### src/rtl/icap_portal_ctrl_if.sv
// ICAP-style configuration port bundle.
// Carries the chip select, the write/read select, the write data beat, the busy flag
// and the readback data beat.
// The CW parameter must match the CW of the controller the bundle is connected to.
`timescale 1ns/1ps
interface icap_portal_ctrl_if #(
  parameter int unsigned CW = 32
);
  logic          ccs_n;
  logic          cwe_n;
  logic [CW-1:0] cdata;
  logic          cbusy;
  logic [CW-1:0] cdata_rb;

  modport master (output ccs_n, cwe_n, cdata, input cbusy, cdata_rb);
  modport slave  (input ccs_n, cwe_n, cdata, output cbusy, cdata_rb);
endinterface

### src/rtl/icap_portal_ctrl.sv
// icap_portal_ctrl: multi-region reconfiguration portal controller.
// Assembles 32-bit words from CW-bit write beats, with the first beat in the MSBs.
// Decodes SYNC / BEGIN / LEN / data / END / DESYNC commands.
// Accumulates an XOR signature over the payload and checks it against module_sgnts.
// Ports:
//   clk, rstn         clock and asynchronous active-low reset
//   icap (slave)      ccs_n, cwe_n, cdata in; cbusy, cdata_rb out
//   module_sgnts      expected signature of region r, module m at [(r*NUM_RM+m)*32 +: 32]
//   active_module_id  8-bit active module per region
//   reconf_phase      per-region "reconfiguration in progress"
//   sei_en, dei_en    per-region error-injection enables
// Macro RSV_ERR_INJ_EN enables the error-injection logic.
// Without it, sei_en and dei_en are tied to 0.
`timescale 1ns/1ps
module icap_portal_ctrl #(
  parameter int unsigned NUM_RR = 2,
  parameter int unsigned NUM_RM = 4,
  parameter int unsigned CW     = 32
) (
  input  logic                         clk,
  input  logic                         rstn,
  icap_portal_ctrl_if.slave            icap,
  input  logic [NUM_RR*NUM_RM*32-1:0]  module_sgnts,
  output logic [NUM_RR*8-1:0]          active_module_id,
  output logic [NUM_RR-1:0]            reconf_phase,
  output logic [NUM_RR-1:0]            sei_en,
  output logic [NUM_RR-1:0]            dei_en
);
  localparam int unsigned BEATS = 32 / CW;
  localparam int unsigned BCW   = (BEATS > 1) ? $clog2(BEATS) : 1;
  localparam logic [31:0] SYNC_WORD = 32'hAA99_5566;
  localparam logic [3:0]  OP_BEGIN  = 4'h1;
  localparam logic [3:0]  OP_END    = 4'h2;
  localparam logic [3:0]  OP_DESYNC = 4'hF;

  typedef enum logic [2:0] {
    S_IDLE  = 3'd0,
    S_HDR   = 3'd1,
    S_LEN   = 3'd2,
    S_DATA  = 3'd3,
    S_CHECK = 3'd4
  } state_t;

  state_t                state, state_d;
  logic [31:0]           shreg, sh_d;
  logic [BCW-1:0]        beat_cnt, beat_d, rd_cnt, rd_d;
  logic [31:0]           acc, acc_d, cnt, cnt_d;
  logic [7:0]            pend_rr, pend_rr_d, pend_rm, pend_rm_d;
  logic                  pend_vld, pend_vld_d;
  logic [7:0]            last_rr, last_rr_d, last_rm, last_rm_d, done_cnt, done_d;
  logic                  sig_err, sig_err_d, bad_cmd, bad_cmd_d;
  logic [NUM_RR*8-1:0]   amid_d;
  logic [NUM_RR-1:0]     phase_d;
  logic                  cbusy_q, cbusy_d;
  logic [CW-1:0]         rb_q, rb_d;

  logic                  wr_beat_c, rd_beat_c, word_done_c;
  logic [31:0]           word_c, exp_sig_c, status_c;
  logic [3:0]            op_c;
  logic [7:0]            rr_c, rm_c;
  logic                  rr_ok_c, rm_ok_c, phase_rr_c;
  logic [CW-1:0]         rb_c;
  logic                  chk_pass_c, chk_fail_c;

  assign icap.cbusy    = cbusy_q;
  assign icap.cdata_rb = rb_q;

  // Beat qualification; write beats are dropped while the signature check runs.
  assign wr_beat_c   = !icap.ccs_n && !icap.cwe_n && !cbusy_q;
  assign rd_beat_c   = !icap.ccs_n && icap.cwe_n;
  assign word_done_c = wr_beat_c && (beat_cnt == BCW'(BEATS - 1));
  // Older beats shift up so the first beat ends in the MSBs.
  // For CW=32 the truncation leaves only the current beat.
  assign word_c      = 32'({shreg, icap.cdata});

  assign op_c       = word_c[31:28];
  assign rr_c       = word_c[23:16];
  assign rm_c       = word_c[7:0];
  assign rr_ok_c    = 32'(rr_c) < NUM_RR;
  assign rm_ok_c    = 32'(rm_c) < NUM_RM;
  assign phase_rr_c = 1'(reconf_phase >> rr_c);
  assign exp_sig_c  = 32'(module_sgnts >> (32 * (32'(pend_rr) * NUM_RM + 32'(pend_rm))));

  assign status_c = {sig_err, bad_cmd, state, 3'b000, last_rr, last_rm, done_cnt};
  assign rb_c     = CW'(status_c >> (CW * (BEATS - 1 - 32'(rd_cnt))));

  // State and datapath registers.
  always_ff @(posedge clk or negedge rstn) begin
    if (!rstn) begin
      state            <= S_IDLE;
      shreg            <= '0;
      beat_cnt         <= '0;
      rd_cnt           <= '0;
      acc              <= '0;
      cnt              <= '0;
      pend_rr          <= '0;
      pend_rm          <= '0;
      pend_vld         <= 1'b0;
      last_rr          <= '0;
      last_rm          <= '0;
      done_cnt         <= '0;
      sig_err          <= 1'b0;
      bad_cmd          <= 1'b0;
      active_module_id <= '0;
      reconf_phase     <= '0;
      cbusy_q          <= 1'b0;
      rb_q             <= '0;
    end else begin
      state            <= state_d;
      shreg            <= sh_d;
      beat_cnt         <= beat_d;
      rd_cnt           <= rd_d;
      acc              <= acc_d;
      cnt              <= cnt_d;
      pend_rr          <= pend_rr_d;
      pend_rm          <= pend_rm_d;
      pend_vld         <= pend_vld_d;
      last_rr          <= last_rr_d;
      last_rm          <= last_rm_d;
      done_cnt         <= done_d;
      sig_err          <= sig_err_d;
      bad_cmd          <= bad_cmd_d;
      active_module_id <= amid_d;
      reconf_phase     <= phase_d;
      cbusy_q          <= cbusy_d;
      rb_q             <= rb_d;
    end
  end

  // Next-state, command decode and output update.
  always_comb begin
    state_d    = state;
    sh_d       = shreg;
    beat_d     = beat_cnt;
    rd_d       = rd_cnt;
    acc_d      = acc;
    cnt_d      = cnt;
    pend_rr_d  = pend_rr;
    pend_rm_d  = pend_rm;
    pend_vld_d = pend_vld;
    last_rr_d  = last_rr;
    last_rm_d  = last_rm;
    done_d     = done_cnt;
    sig_err_d  = sig_err;
    bad_cmd_d  = bad_cmd;
    amid_d     = active_module_id;
    phase_d    = reconf_phase;
    rb_d       = rb_q;
    chk_pass_c = 1'b0;
    chk_fail_c = 1'b0;

    // Deselect discards any partial word and restarts the readback sequence.
    if (icap.ccs_n) begin
      beat_d = '0;
      rd_d   = '0;
    end else if (wr_beat_c) begin
      sh_d   = word_c;
      beat_d = (beat_cnt == BCW'(BEATS - 1)) ? '0 : beat_cnt + BCW'(1);
    end else if (rd_beat_c) begin
      rb_d = rb_c;
      rd_d = (rd_cnt == BCW'(BEATS - 1)) ? '0 : rd_cnt + BCW'(1);
    end

    case (state)
      S_IDLE: begin
        if (word_done_c && word_c == SYNC_WORD) state_d = S_HDR;
      end
      S_HDR: begin
        if (word_done_c) begin
          case (op_c)
            OP_BEGIN: begin
              // Only one region may be in flight; a BEGIN for that same region restarts it.
              if (!rr_ok_c || !rm_ok_c || (pend_vld && rr_c != pend_rr)) begin
                bad_cmd_d = 1'b1;
              end else begin
                for (int unsigned r = 0; r < NUM_RR; r++)
                  if (r == 32'(rr_c)) phase_d[r] = 1'b1;
                pend_rr_d  = rr_c;
                pend_rm_d  = rm_c;
                pend_vld_d = 1'b1;
                acc_d      = '0;
                last_rr_d  = rr_c;
                last_rm_d  = rm_c;
                state_d    = S_LEN;
              end
            end
            OP_END: begin
              if (!rr_ok_c || !rm_ok_c || !phase_rr_c) begin
                bad_cmd_d = 1'b1;
              end else begin
                last_rr_d = rr_c;
                last_rm_d = rm_c;
                state_d   = S_CHECK;
              end
            end
            OP_DESYNC: state_d = S_IDLE;
            default:   bad_cmd_d = 1'b1;
          endcase
        end
      end
      S_LEN: begin
        if (word_done_c) begin
          cnt_d   = word_c;
          state_d = (word_c == 32'd0) ? S_HDR : S_DATA;
        end
      end
      S_DATA: begin
        if (word_done_c) begin
          acc_d = acc ^ word_c;
          cnt_d = cnt - 32'd1;
          if (cnt == 32'd1) state_d = S_HDR;
        end
      end
      S_CHECK: begin
        state_d = S_HDR;
        if (acc == exp_sig_c) begin
          chk_pass_c = 1'b1;
          for (int unsigned r = 0; r < NUM_RR; r++) begin
            if (r == 32'(pend_rr)) begin
              amid_d[r*8 +: 8] = pend_rm;
              phase_d[r]       = 1'b0;
            end
          end
          done_d     = done_cnt + 8'd1;
          pend_vld_d = 1'b0;
        end else begin
          chk_fail_c = 1'b1;
          sig_err_d  = 1'b1;
        end
      end
      default: state_d = S_IDLE;
    endcase

    cbusy_d = (state_d == S_CHECK);
  end

`ifdef RSV_ERR_INJ_EN
  logic [NUM_RR-1:0] dei_hold, dei_hold_d;

  // A failed check holds the dynamic-side injection until that region passes a check.
  always_comb begin
    dei_hold_d = dei_hold;
    for (int unsigned r = 0; r < NUM_RR; r++) begin
      if (r == 32'(pend_rr)) begin
        if (chk_pass_c)      dei_hold_d[r] = 1'b0;
        else if (chk_fail_c) dei_hold_d[r] = 1'b1;
      end
    end
  end

  // Injection enables register together with reconf_phase.
  always_ff @(posedge clk or negedge rstn) begin
    if (!rstn) begin
      dei_hold <= '0;
      sei_en   <= '0;
      dei_en   <= '0;
    end else begin
      dei_hold <= dei_hold_d;
      sei_en   <= phase_d;
      dei_en   <= phase_d | dei_hold_d;
    end
  end
`else
  assign sei_en = '0;
  assign dei_en = '0;
`endif

endmodule
### src/flat_wrapper.sv
// flat-port wrapper written by rule: the top's interface ports become plain ports
module icap_portal_ctrl_flat 
#(
  parameter int unsigned NUM_RR = 2,
  parameter int unsigned NUM_RM = 4,
  parameter int unsigned CW     = 32
)
  (clk, rstn, module_sgnts, active_module_id, reconf_phase, sei_en, dei_en, icap_ccs_n, icap_cwe_n, icap_cdata, icap_cbusy, icap_cdata_rb);
  icap_portal_ctrl_if #(.CW(CW)) icap_i ();
  input  logic clk;
  input  logic rstn;
  input  logic [NUM_RR*NUM_RM*32-1:0] module_sgnts;
  output logic [NUM_RR*8-1:0] active_module_id;
  output logic [NUM_RR-1:0] reconf_phase;
  output logic [NUM_RR-1:0] sei_en;
  output logic [NUM_RR-1:0] dei_en;
  input wire logic [$bits(icap_i.ccs_n)-1:0] icap_ccs_n;
  input wire logic [$bits(icap_i.cwe_n)-1:0] icap_cwe_n;
  input wire logic [$bits(icap_i.cdata)-1:0] icap_cdata;
  output wire logic [$bits(icap_i.cbusy)-1:0] icap_cbusy;
  output wire logic [$bits(icap_i.cdata_rb)-1:0] icap_cdata_rb;
  assign icap_i.ccs_n = icap_ccs_n;
  assign icap_i.cwe_n = icap_cwe_n;
  assign icap_i.cdata = icap_cdata;
  assign icap_cbusy = icap_i.cbusy;
  assign icap_cdata_rb = icap_i.cdata_rb;
  icap_portal_ctrl #(.NUM_RR(NUM_RR), .NUM_RM(NUM_RM), .CW(CW)) u_core (.clk(clk), .rstn(rstn), .icap(icap_i), .module_sgnts(module_sgnts), .active_module_id(active_module_id), .reconf_phase(reconf_phase), .sei_en(sei_en), .dei_en(dei_en));
endmodule
### config.mk
export PLATFORM = sky130hd
export DESIGN_NAME = icap_portal_ctrl_flat
export DESIGN_NICKNAME = d
export VERILOG_FILES = /design/src/rtl/icap_portal_ctrl_if.sv /design/src/rtl/icap_portal_ctrl.sv /design/src/flat_wrapper.sv
export SDC_FILE = /design/constraint.sdc
export NUM_CORES = 1
export LEC_CHECK = 0
export CAP_MARGIN = 0
export CELL_PAD_IN_SITES_DETAIL_PLACEMENT = 0
export CELL_PAD_IN_SITES_GLOBAL_PLACEMENT = 1
export CORE_AREA = 10 10 178 180
export DETAILED_ROUTE_END_ITERATION = 10
export DIE_AREA = 0 0 188 190
export PLACE_DENSITY_LB_ADDON = 0.1
export SYNTH_ARGS = -nofsm -noshare
export SYNTH_HDL_FRONTEND = slang
export SYNTH_SLANG_ARGS = --single-unit
export TNS_END_PERCENT = 10
### constraint.sdc
create_clock -name clk -period 9.75 [get_ports clk]
set_clock_uncertainty 0.05 [all_clocks]
set_input_delay 0.975 -clock clk [delete_from_list [all_inputs] [get_ports clk]]
set_output_delay 0.975 -clock clk [all_outputs]
set_load 0.01 [all_outputs]
### After elaboration in Yosys (flattened, before gate mapping)

Index checks and enable logic that the tools add are counted.

* bits of input ports: 292
* logic and storage cells: 153
* bits in registers: 163

* reductions and logical operators: 39
* mux-type cells: 48
* bitwise operators: 7
* shift operators: 3
* equality and inequality tests: 29
* order comparisons: 2
* $add $sub $neg: 6

Operators with widths (count)
* >> shifter 256 x 32 -> 32 bit: 1
* 2-to-1 mux 32 bit: 6
* case mux 32 bit (2 select lines): 2
* equality test 32 x 1 -> 1 bit, second input constant: 1
* equality test 32 bit: 1
* equality test 32 bit, second input constant: 1
* zero test 32 bit: 1
* 2-to-1 mux 8 bit: 4
* case mux 8 bit (2 select lines): 2
* >> shifter 32 x 32 -> 32 bit: 1
* subtractor 32 x 1 -> 32 bit, second input constant: 1
* bitwise XOR 32 bit: 1
* 2-to-1 mux 3 bit: 7
* != test 2 x 1 -> 1 bit, second input constant: 10
* AND reduction 5 bit: 4
* 2-to-1 mux 1 bit: 17
* equality test 1 x 8 -> 1 bit, first input constant: 2
* zero test 8 bit: 2
* case mux 3 bit (5 select lines): 1
* AND reduction 7 bit: 2
* AND reduction 3 bit: 4
* nonzero test 2 bit: 6
* adder 10 x 8 -> 11 bit: 1
* 2-to-1 mux 2 bit: 5
* other kinds (25): 51

### Longest topological paths before layout

Gate-level depths: netlist of run 1.

* depth after elaboration: 9
* mapped depth: 14

### Least setup slack after synthesis of run 1

No wires, ideal clock.

* path kind: reg2reg
* from: reg u_core.pend_rr[0]
* to: reg u_core.active_module_id[0]
* period minus slack after synthesis: 3.973 ns
* arrival time: 3.798 ns
* path slack: 5.777 ns
* library setup time: 0.125 ns
* path buffers: 4
* data required time: 9.575 ns
* cell stages (with the launch flop): 15
* cell sequence: dfrtp_1 -> ha_1 -> buf_2 -> buf_2 -> buf_2 -> mux2i_1 -> a22o_1 -> a221oi_1 -> xnor2_1 -> o21ai_0 -> a2111o_1 -> or4b_1 -> buf_2 -> nor3_4 -> mux2_2

* cells in the longest elaborated chain, start to end: 4

Ends and longest elaborated chain
* start, declared: line icap_portal_ctrl.sv:48 `logic [7:0] pend_rr, pend_rr_d, pend_rm, pend_rm_d;`
* start signal, assigned: line icap_portal_ctrl.sv:115 `pend_rr <= pend_rr_d;`
* adder 10 x 8 -> 11 bit: line icap_portal_ctrl.sv:82 `assign exp_sig_c = 32'(module_sgnts >> (32 * (32'(pend_rr) * NUM_RM + 32'(pend_rm))));`
* >> shifter 256 x 32 -> 32 bit: line icap_portal_ctrl.sv:82
* equality test 32 bit: line icap_portal_ctrl.sv:216 `if (acc == exp_sig_c) begin`
* AND reduction 3 bit (no source line) (*)
* end signal, assigned: line icap_portal_ctrl.sv:123 `active_module_id <= amid_d;`
* end, declared: line icap_portal_ctrl.sv:24 `output logic [NUM_RR*8-1:0] active_module_id,`

Mark *: on every way between the ends. The rest lies on a longest branch, timed or not.
A chain may end at the register's enable or synchronous reset.

### Worst setup path after layout of run 1

* from: reg u_core.pend_rm[1]
* to: reg u_core.active_module_id[10]

* cells in the longest elaborated chain, start to end: 4

Ends and longest elaborated chain
* start, declared: line icap_portal_ctrl.sv:48
* start signal, assigned: line icap_portal_ctrl.sv:116 `pend_rm <= pend_rm_d;`
* adder 10 x 8 -> 11 bit: line icap_portal_ctrl.sv:82
* >> shifter 256 x 32 -> 32 bit: line icap_portal_ctrl.sv:82
* equality test 32 bit: line icap_portal_ctrl.sv:216
* AND reduction 3 bit (no source line)

No other way between the ends.

==> flow_metrics.py, run 1 <==
metrics = {
    "run_status": {
        "status": "finished, final reports clean",
    },
    "global_route": {
        "grt_pass1_vias": 10200,
        "grt_pass1_wl_um": 65600,
        "grt-ovfl-total": 0,
        "antenna_found_initial": 1,
        "grt_max_degree": 107,
        "grt_usage": 0.234,
    },
    "pwr": {
        "pwr-share-comb": 0.162,
        "power_leakage_nw": 5.96,
        "p_sw_w": 0.000427,
        "sw_frac_of_total": 0.251,
        "pwr-share-seq": 0.402,
        "p_int_w": 0.00127,
        "clockPowerShare": 0.436,
        "ir_worst_vdd_mv": 0.103,
        "p_per_area_nw_per_um2": 114,
    },
    "setup_path": {
        "crit_slowest_cell": "nor2b_1",
        "path_depth": 10,
        "r2r-start": "u_core.pend_rm[1]$_DFFE_PN0P_",
        "reg2reg_to": "u_core.active_module_id[10]$_DFFE_PN0P_",
        "crit_path_frequent_cell": "nand3_1",
        "reg2reg_depth": 10,
        "crit_required_ps": 10010,
        "crit_fanout": 51,
        "worstSetupPathType": "reg -> reg",
        "crit_path_end": "u_core.active_module_id[10]$_DFFE_PN0P_",
        "end_kind": "flop",
        "path_buf_inv": 1,
        "cp_top_family": "simple AND/OR/NAND/NOR gates",
        "reg2reg_slack_ps": 4480,
        "cp_cell_sequence": "buf_4, nor2b_1, a22oi_1, nand3_1, and4b_1, nor4_1, a2111oi_1, nor4b_1, nand3_1, mux2_2",
        "startpoint": "u_core.pend_rm[1]$_DFFE_PN0P_",
        "crit_arrival_ps": 5530,
        "start_kind": "flop",
        "critPathMaxStageDelay_ps": 1090,
    },
    "clock_tree": {
        "htree_num_levels": 4,
        "cts_made_buffers": 17,
        "post_cts_buffers": 0,
        "cts_tree": "yes",
        "clk_path_buf_depth": 2,
        "cts.sinks": 158,
        "clkTransAtPathRegs_ps": 70,
        "cts_root_buffer": "clkbuf_16",
        "clock_latency_ps": 430,
        "postCtsResizedCells": 0,
        "cts_hold_buf": 0,
    },
    "detailed_routing": {
        "route.antenna.remaining_nets": 0,
        "drt-total-wl_um": 42700,
        "routed-wl-met3_um": 2210,
        "detail_route.wl_per_cell_um": 23.8,
        "drt-met1-wl_um": 19100,
        "wl_met2_um": 21000,
        "vias": 9909,
        "drc_errors": 0,
        "highest_layer": "met5",
        "viasPerCell": 5.52,
        "drtIter0Drc": 608,
        "first_pass_iters": 5,
    },
    "die": {
        "die_area_um2": 35700,
        "rows": 62,
        "die_width_um": 188,
        "die_h_um": 190,
        "io-pin-count": 347,
        "core_area_um2": 28200,
        "initial_core_util": 0.373,
    },
    "synthesis": {
        "synth-edff-count": 0,
        "syn_area_per_cell_um2": 9.60,
        "ys_seq_area_frac": 0.376,
        "ys_ff_latch": 158,
        "synth_area_um2": 10500,
        "yosysUniqueCellTypes": 69,
        "yosysWarnings": 0,
        "syn_inst": 1096,
        "synth_ff_type": "dfrtp_1",
        "postSynth.asyncResetShare": 1.00,
    },
    "place": {
        "placedInstanceArea_um2": 14200,
        "placed_cells": 1764,
        "io_buffers": 339,
        "gp_congestion": 0.884,
        "place_hpwl_um": 33800,
    },
    "layout": {
        "nets": 1701,
        "fin_util": 0.525,
        "drive_gt1_frac": 0.0985,
        "diodes": 0,
        "fin_area_um2": 14800,
        "fin_cells": 1795,
        "syn2layout_area_growth_pct": 41.0,
    },
    "sta": {
        "finalSetupTns_ps": 0,
        "post-route-period-util": 0.540,
        "slew_viol_final": 0,
        "finalHoldViolCount": 0,
        "maxSlewHeadroom": 0.128,
        "max_freq_mhz": 190,
        "rsz0062_at_grt": "false",
        "worst_slew_pin_slew_ps": 1310,
        "post-route-min-period_ps": 5270,
        "setup_viol": 0,
    },
    "flow_run": {
        "timing.max_cap.violations": 0,
    },
    "hold_path": {
        "hp-class": "reg -> reg",
    },
}
==> through the flow <==
| step | worst slack [ps] | power [W] | hold WS [ps] |
|---|---|---|---|
| after floorplan | 5780 | 0.000786 | 366 |
| after global placement | 4560 | 0.000968 | 386 |
| after detailed placement | 4530 | 0.000971 | 395 |
| after CTS | 4510 | 0.00171 | 412 |
| after global routing | 4080 | 0.00176 | 439 |
| final | 4480 | 0.00170 | 408 |
==> how the worst min path moves through the flow <==
stage | from | to | slack (ps) | cells after the start
after floorplan | u_core.bad_cmd$_DFFE_PN0P_ | u_core.bad_cmd$_DFFE_PN0P_ | 370 | 2
after global placement | u_core.bad_cmd$_DFFE_PN0P_ | u_core.bad_cmd$_DFFE_PN0P_ | 390 | 2
after detailed placement | u_core.bad_cmd$_DFFE_PN0P_ | u_core.bad_cmd$_DFFE_PN0P_ | 390 | 2
after CTS | u_core.bad_cmd$_DFFE_PN0P_ | u_core.bad_cmd$_DFFE_PN0P_ | 410 | 2
after global routing | u_core.bad_cmd$_DFFE_PN0P_ | u_core.bad_cmd$_DFFE_PN0P_ | 440 | 2
final | u_core.bad_cmd$_DFFE_PN0P_ | u_core.bad_cmd$_DFFE_PN0P_ | 410 | 2
==> cells in the mapped netlist, types with 3 or more instances <==
| library cell | instances | area (um2) |
|---|---|---|
| buf_2 | 15 | 75.1 |
| o22a_1 | 5 | 43.8 |
| o32ai_1 | 9 | 78.8 |
| a2111o_1 | 3 | 33.8 |
| buf_1 | 4 | 15.0 |
| xor2_1 | 33 | 289 |
| nor2b_1 | 34 | 213 |
| nor4_1 | 16 | 100 |
| inv_1 | 20 | 75.1 |
| mux4_2 | 21 | 473 |
| or2_2 | 12 | 75.1 |
| and4b_1 | 5 | 50.1 |
| o22ai_1 | 19 | 119 |
| nor2_1 | 94 | 353 |
| clkbuf_1 | 41 | 154 |
| and2_1 | 6 | 37.5 |
| a31oi_1 | 3 | 18.8 |
| nor3b_1 | 4 | 30.0 |
| o21ai_0 | 33 | 165 |
| nor4b_1 | 5 | 43.8 |
| a21boi_0 | 5 | 37.5 |
| nand4_1 | 16 | 100 |
| nor3_1 | 31 | 155 |
| buf_4 | 10 | 75.1 |
| a21oi_1 | 67 | 335 |
| nand3_1 | 32 | 160 |
| a21o_1 | 10 | 75.1 |
| or3_1 | 10 | 62.6 |
| or4b_1 | 3 | 30.0 |
| nand3b_1 | 6 | 45.0 |
| a211oi_1 | 7 | 52.6 |
| o211ai_1 | 3 | 22.5 |
| nand2_1 | 71 | 267 |
| a221oi_1 | 3 | 26.3 |
| or4_1 | 9 | 67.6 |
| dfrtp_1 | 158 | 3950 |
| mux2_2 | 51 | 574 |
| nand2b_1 | 10 | 62.6 |
| and3_1 | 10 | 62.6 |
| a22oi_1 | 38 | 285 |
| xnor2_1 | 23 | 201 |
| a22o_1 | 3 | 26.3 |
| ha_1 | 9 | 113 |
| mux2i_1 | 100 | 1000 |
==> worst reg2reg max path: cells and delay by family (launching register included) <==
kind	cells	cell delay (ps)
flops	1	430
buf+inv	1	650
mux	1	420
simple gates	6	2800
compound gates	2	810
==> cell usage in the layout (no fill, tap or decap), types with 12 or more instances in the layout <==
cell,instances
clkdlybuf4s50_1,338
dfrtp_1,157
mux2i_1,100
nor2_1,93
nand2_1,71
a21oi_1,67
mux2_2,51
a22oi_1,38
nor2b_1,34
o21ai_0,33
xor2_1,33
nand3_1,32
nor3_1,30
xnor2_1,23
mux4_2,21
inv_1,20
o22ai_1,19
clkbuf_16,17
nor4_1,16
nand4_1,16
or2_2,12
==> flip-flops by register name, indices dropped and copies added, names as in the netlist <==
name,count
u_core.pend_rm,8
u_core.cnt,32
u_core.icap.cdata_rb,29
u_core.sig_err,1
u_core.done_cnt,8
u_core.pend_rr,8
u_core.reconf_phase,2
u_core.icap.cbusy,1
u_core.last_rr,8
u_core.bad_cmd,1
u_core.state,3
u_core.last_rm,8
u_core.pend_vld,1
u_core.active_module_id,16
u_core.acc,32
==> power groups by stage <==
stage	Sequential (W)	Combinational, W	Clock, W
after global placement	0.000694	0.000274	0
after floorplan	0.000693	0.0000935	0
after global routing	0.000684	0.000297	0.000779
after detailed placement	0.000694	0.000276	0
final	0.000682	0.000276	0.000739
after CTS	0.000682	0.000278	0.000749
==> final cells by class <==
class,instances,area (um2)
fillers,2600,13400
multi-input cells,853,6220
flip-flops and latches,158,3960
repair buffers,348,3460
well taps,384,480
clock buffers,17,425
clock inverters,14,216
inverters,21,78.8
==> per-layer routing <==
layer / track usage / vias to the layer above
met5: 0 / -
met4: 0.0449 / 2
met3: 0.0472 / 32
met2: 0.397 / 336
met1: 0.305 / 4879
li1: - / 4660
==> kinds of logic (layout without fill, tap and decap cells) <==
| family | Yosys count | in the layout | synth area share |
|---|---|---|---|
| AO/OA/AOI/OAI | 225 | 225 | 0.141 |
| AND/OR/NAND/NOR | 383 | 383 | 0.192 |
| adder cells (fa/ha/maj) | 10 | 10 | 0.0126 |
| XOR/XNOR | 56 | 56 | 0.0466 |
| multiplexers | 172 | 172 | 0.195 |
| other | 1 | 7 | 0.000356 |
| buffers and inverters | 91 | 400 | 0.0378 |
| flip-flops | 158 | 158 | 0.376 |
Power figures use the tool's default switching activity.
==> inputs of run 2 (changes only) <==
--- a/config.mk
+++ b/config.mk
@@ -8,9 +8,9 @@
 export CAP_MARGIN = 0
 export CELL_PAD_IN_SITES_DETAIL_PLACEMENT = 0
 export CELL_PAD_IN_SITES_GLOBAL_PLACEMENT = 1
-export CORE_AREA = 10 10 178 180
+export CORE_AREA = 10 10 193 195
 export DETAILED_ROUTE_END_ITERATION = 10
-export DIE_AREA = 0 0 188 190
+export DIE_AREA = 0 0 203 205
 export PLACE_DENSITY_LB_ADDON = 0.1
 export SYNTH_ARGS = -nofsm -noshare
 export SYNTH_HDL_FRONTEND = slang
==> constraint.sdc (replaced) <==
create_clock -name clk -period 4.3 [get_ports clk]
set_clock_uncertainty 0.05 [all_clocks]
set_input_delay 0.43 -clock clk [delete_from_list [all_inputs] [get_ports clk]]
set_output_delay 0.43 -clock clk [all_outputs]
set_load 0.01 [all_outputs]
==> flow_metrics.py, run 2 (synthesis results as in run 1) <==
metrics = {
    "pwr": {
        "sw_frac_of_total": 0.278,
        "p_total_w": 0.00370,
        "p_sw_w": 0.00103,
        "p_per_area_nw_per_um2": 244,
        "power_leakage_nw": 6.14,
        "ir_worst_vdd_mv": 0.233,
        "clockPowerShare": 0.410,
        "p_int_w": 0.00267,
        "pwr-share-seq": 0.418,
        "pwr-share-comb": 0.171,
    },
    "place": {
        "place_hpwl_um": 36500,
        "gp_congestion": 0.899,
        "io_buffers": 339,
    },
    "flow_run": {
        "timing.max_cap.violations": 0,
    },
    "setup_path": {
        "cp_top_family": "compound AO/OA/AOI/OAI gates",
        "reg2reg_slack_ps": 180,
        "end_kind": "flop",
        "crit_required_ps": 4560,
        "cp_cell_sequence": "ha_4, inv_1, fa_1, nor2b_1, o31a_1, a311oi_2, buf_4, o32ai_1, a211oi_1, a2111o_1, or4b_1, buf_4, nor3_2, mux2_2",
        "start_kind": "flop",
        "worstSetupPathType": "reg -> reg",
        "reg2reg_to": "u_core.done_cnt[1]$_DFFE_PN0P_",
        "reg2reg_depth": 14,
        "r2r-start": "u_core.pend_rr[0]$_DFFE_PN0P_",
        "crit_arrival_ps": 4370,
        "crit_path_frequent_cell": "buf_4",
        "crit_fanout": 10,
        "path_buf_inv": 3,
        "startpoint": "u_core.pend_rr[0]$_DFFE_PN0P_",
        "critPathMaxStageDelay_ps": 630,
        "crit_slowest_cell": "or4b_1",
    },
    "die": {
        "die_h_um": 205,
        "core_area_um2": 33300,
        "rows": 67,
        "die_width_um": 203,
        "die_area_um2": 41600,
        "io-pin-count": 347,
        "initial_core_util": 0.316,
    },
    "global_route": {
        "grt_pass1_wl_um": 67600,
        "grt-ovfl-total": 0,
        "grt_max_degree": 101,
        "antenna_found_initial": 3,
        "grt_pass1_vias": 10100,
        "grt_usage": 0.213,
    },
    "sta": {
        "maxSlewHeadroom": 0.331,
        "finalHoldViolCount": 0,
        "setup_viol": 0,
        "finalSetupTns_ps": 0,
        "rsz0062_at_grt": "false",
        "worst_slew_pin_slew_ps": 1000,
        "slew_viol_final": 0,
        "max_freq_mhz": 243,
        "post-route-period-util": 0.957,
        "post-route-min-period_ps": 4120,
    },
    "clock_tree": {
        "clock_latency_ps": 430,
        "clkTransAtPathRegs_ps": 80,
        "cts_tree": "yes",
        "cts_made_buffers": 17,
        "clk_path_buf_depth": 2,
        "cts_root_buffer": "clkbuf_16",
        "htree_num_levels": 4,
        "cts.sinks": 158,
        "cts_hold_buf": 0,
    },
    "run_status": {
        "status": "finished, final reports clean",
    },
    "hold_path": {
        "hp-class": "in -> async",
    },
    "detailed_routing": {
        "vias": 9975,
        "first_pass_iters": 4,
        "detail_route.wl_per_cell_um": 24.0,
        "route.antenna.remaining_nets": 0,
        "drt-total-wl_um": 45600,
        "drtIter0Drc": 641,
        "drc_errors": 0,
        "viasPerCell": 5.26,
    },
    "layout": {
        "final_common_cell": "clkdlybuf4s50_1",
        "final_cell_mix": "338 x clkdlybuf4s50_1, 156 x dfrtp_1, 100 x mux2i_1",
        "drive_gt1_frac": 0.123,
        "syn2layout_area_growth_pct": 44.4,
        "fillers": 3233,
        "nets": 1736,
    },
}
==> run 2: worst register-to-register path: cells and delay by family (launching register included) <==
kind	cells	cell delay [ps]
buffers and inverters	3	450
AOI/OAI and AO/OA	5	1100
DFF	1	430
muxes	1	360
and+or+nand+nor	3	1060
adders and majority gates	2	540
==> run 2: how the worst max path moves through the flow <==
stage,end,slack (ps),depth (start not counted)
2_1_floorplan,u_core.active_module_id[0]$_DFFE_PN0P_,330,14
3_3_place_gp,u_core.done_cnt[1]$_DFFE_PN0P_,140,14
3_5_place_dp,u_core.done_cnt[1]$_DFFE_PN0P_,80,14
4_1_cts,u_core.done_cnt[1]$_DFFE_PN0P_,30,14
5_1_grt,u_core.done_cnt[1]$_DFFE_PN0P_,30,14
6_report,u_core.done_cnt[1]$_DFFE_PN0P_,180,14
==> run 2: through the flow <==
stage / instance area [um2] / utilization / cells / setup slack (ps) / hold WS, ps
after floorplan: 10500 / - / 1102 / 327 / 84.4
after global placement: 14600 / 0.438 / 1862 / 139 / 388
after detailed placement: 14600 / 0.438 / 1862 / 75.1 / 403
after CTS: 15200 / 0.455 / 1894 / 33.3 / 106
after global routing: 15200 / 0.456 / 1897 / 25.2 / 113
final: 15200 / 0.457 / 1898 / 184 / 53.5
==> run 2: final cells by class <==
| cell class | instances | area, um2 | area share |
|---|---|---|---|
| diodes | 3 | 7.51 | 0.000494 |
| multi-input cells | 853 | 6230 | 0.410 |
| clock buffers | 17 | 425 | 0.0280 |
| inverters | 21 | 78.8 | 0.00519 |
| well taps | 448 | 561 | 0.0369 |
| flip-flops and latches | 158 | 3960 | 0.260 |
| repair buffers | 383 | 3770 | 0.248 |
| clock inverters | 15 | 163 | 0.0107 |
==> run 2: what timing repair did <==
item                       4_1_cts  5_1_grt
setup buffers                    0        1
setup endpoints to repair        0       19
resized for setup                0        4
==> run 2: layer usage <==
layer  vias up  wire length, um  GRT usage
li1       4730                -          -
met1      4879            20500      0.277
met2       334            21500      0.348
met3        32             2960     0.0531
met4         0              678     0.0504
met5         -                0          0
==> run 2: power by group through the flow <==
stage               Clock (W)  Combinational, W  Sequential, W
finish                0.00152          0.000635        0.00155
global route          0.00162          0.000685        0.00155
CTS                   0.00156          0.000642        0.00155
detailed placement          0          0.000637        0.00158
global placement            0          0.000638        0.00158
floorplan                   0          0.000212        0.00157
==> inputs of run 3 (changes only) <==
--- a/config.mk
+++ b/config.mk
@@ -8,10 +8,12 @@
 export CAP_MARGIN = 0
 export CELL_PAD_IN_SITES_DETAIL_PLACEMENT = 0
 export CELL_PAD_IN_SITES_GLOBAL_PLACEMENT = 1
-export CORE_AREA = 10 10 193 195
+export CORE_AREA = 10 10 166 168
 export DETAILED_ROUTE_END_ITERATION = 10
-export DIE_AREA = 0 0 203 205
+export DIE_AREA = 0 0 176 178
+export DONT_BUFFER_PORTS = 1
 export PLACE_DENSITY_LB_ADDON = 0.1
+export REMOVE_ABC_BUFFERS = 1
 export SYNTH_ARGS = -nofsm -noshare
 export SYNTH_HDL_FRONTEND = slang
 export SYNTH_SLANG_ARGS = --single-unit
==> flow_metrics.py, run 3 (synthesis results as in run 1) <==
metrics = {
    "die": {
        "rows": 57,
        "core_area_um2": 24100,
        "die_width_um": 176,
        "io-pin-count": 347,
        "initial_core_util": 0.437,
        "die_h_um": 178,
        "die_area_um2": 31300,
    },
    "setup_path": {
        "reg2reg_slack_ps": 210,
        "start_kind": "flop",
        "crit_fanout": 9,
        "cp_top_family": "compound AO/OA/AOI/OAI gates",
        "crit_arrival_ps": 4340,
        "cp_cell_sequence": "ha_1, a21o_1, a21o_1, a2111o_1, buf_4, and2_1, buf_4, a311oi_1, a21oi_1, or4_1, nor3_4, buf_12, mux2_2",
        "crit_slowest_cell": "or4_1",
        "critPathMaxStageDelay_ps": 590,
        "r2r-start": "u_core.pend_rm[3]$_DFFE_PN0P_",
        "reg2reg_depth": 13,
        "crit_required_ps": 4560,
        "end_kind": "flop",
        "path_buf_inv": 3,
        "reg2reg_to": "u_core.active_module_id[1]$_DFFE_PN0P_",
        "worstSetupPathType": "reg -> reg",
    },
    "layout": {
        "nets": 1387,
        "multi_input_area_um2": 6240,
        "syn2layout_area_growth_pct": 9.92,
        "ff_latch_area_um2": 3960,
        "fillers": 2323,
        "final_cell_mix": "156 x dfrtp_1, 100 x mux2i_1, 93 x nor2_1",
        "drive_gt1_frac": 0.151,
        "final_common_cell": "dfrtp_1",
        "fin_util": 0.480,
    },
    "place": {
        "gp_congestion": 0.917,
        "io_buffers": 0,
        "dp_slack_ps": 185,
        "place_hpwl_um": 28700,
    },
    "global_route": {
        "grt_usage": 0.225,
        "grt-ovfl-total": 0,
        "grt_pass1_wl_um": 54100,
        "antenna_found_initial": 7,
        "grt_max_degree": 159,
        "grt_pass1_vias": 8479,
    },
    "detailed_routing": {
        "drc_errors": 0,
        "drt-total-wl_um": 36500,
        "vias": 8497,
        "drtIter0Drc": 556,
        "viasPerCell": 5.95,
        "detail_route.wl_per_cell_um": 25.6,
        "first_pass_iters": 5,
        "route.antenna.remaining_nets": 0,
    },
    "sta": {
        "hold_ws_ps": 28.7,
        "setup_viol": 0,
        "slew_viol_final": 0,
        "finalWorstSetupSlack_ps": 215,
        "max_freq_mhz": 245,
        "worst_slew_pin_slew_ps": 1040,
        "finalHoldViolCount": 0,
        "post-route-period-util": 0.950,
        "maxSlewHeadroom": 0.303,
        "post-route-min-period_ps": 4090,
        "rsz0062_at_grt": "false",
    },
    "hold_path": {
        "holdPathEnd": "u_core.state[2]$_DFF_PN0_",
        "hold_start": "icap_cdata[28]",
        "hold_depth": 1,
        "hp-class": "in -> reg",
    },
    "clock_tree": {
        "clock_latency_ps": 430,
        "cts.sinks": 158,
        "cts_tree": "yes",
        "clkTransAtPathRegs_ps": 60,
        "htree_num_levels": 4,
        "clk_path_buf_depth": 2,
        "cts_made_buffers": 17,
        "cts_root_buffer": "clkbuf_16",
    },
    "run_status": {
        "status": "finished, final reports clean",
    },
    "pwr": {
        "p_per_area_nw_per_um2": 284,
        "power_leakage_nw": 4.75,
        "ir_worst_vdd_mv": 0.253,
    },
    "flow_run": {
        "timing.max_cap.violations": 0,
    },
}
run 3: timing repair:
action | CTS | global route
hold endpoints to repair | 158 | 7
resized for setup | 0 | 5
setup buffers | 0 | 0
endpoints found under the setup margin | 0 | 15
hold buffers | 1 | 1
run 3: through the flow:
step | instance area (um2) | TNS [ps] | cells | total power (W)
detailed placement | 10900 | 0 | 1388 | 0.00184
floorplan | 10200 | -65710 | 1032 | 0.00177
finish | 11600 | 0 | 1427 | 0.00328
CTS | 11500 | 0 | 1420 | 0.00332
global placement | 10900 | 0 | 1388 | 0.00184
global route | 11600 | 0 | 1425 | 0.00343
run 3: worst max-delay path by stage:
stage	start	to	slack [ps]	cells after the start
floorplan	u_core.pend_rr[0]$_DFFE_PN0P_	u_core.active_module_id[1]$_DFFE_PN0P_	-1590	10
global placement	u_core.pend_rm[3]$_DFFE_PN0P_	u_core.active_module_id[0]$_DFFE_PN0P_	180	13
detailed placement	u_core.pend_rr[0]$_DFFE_PN0P_	u_core.done_cnt[1]$_DFFE_PN0P_	190	13
global route	u_core.pend_rm[2]$_DFFE_PN0P_	u_core.done_cnt[1]$_DFFE_PN0P_	30	14
CTS	u_core.pend_rr[0]$_DFFE_PN0P_	u_core.done_cnt[1]$_DFFE_PN0P_	130	13
finish	u_core.pend_rm[3]$_DFFE_PN0P_	u_core.active_module_id[1]$_DFFE_PN0P_	210	13
run 3: layout make-up:
| type | instances | area share |
|---|---|---|
| Tap cell | 324 | 0.0350 |
| Clock inverter | 14 | 0.0113 |
| Sequential cell | 158 | 0.342 |
| Clock buffer | 17 | 0.0368 |
| Timing Repair Buffer | 34 | 0.0273 |
| Inverter | 21 | 0.00682 |
| Antenna cell | 6 | 0.00130 |
| Multi-Input combinational cell | 853 | 0.539 |
run 3: metal layers:
layer,GRT usage,up-vias,wire [um]
met4,0.0533,0,445
met5,0,-,0
met2,0.377,312,17900
met1,0.273,4123,15100
li1,-,4033,-
met3,0.0770,29,3050
run 3: where the power goes:
part | total (W) | internal (W) | switching (W)
sequential | 0.00157 | 0.00152 | 0.0000518
clock | 0.00144 | 0.000758 | 0.000680
combinational | 0.000272 | 0.000127 | 0.000145
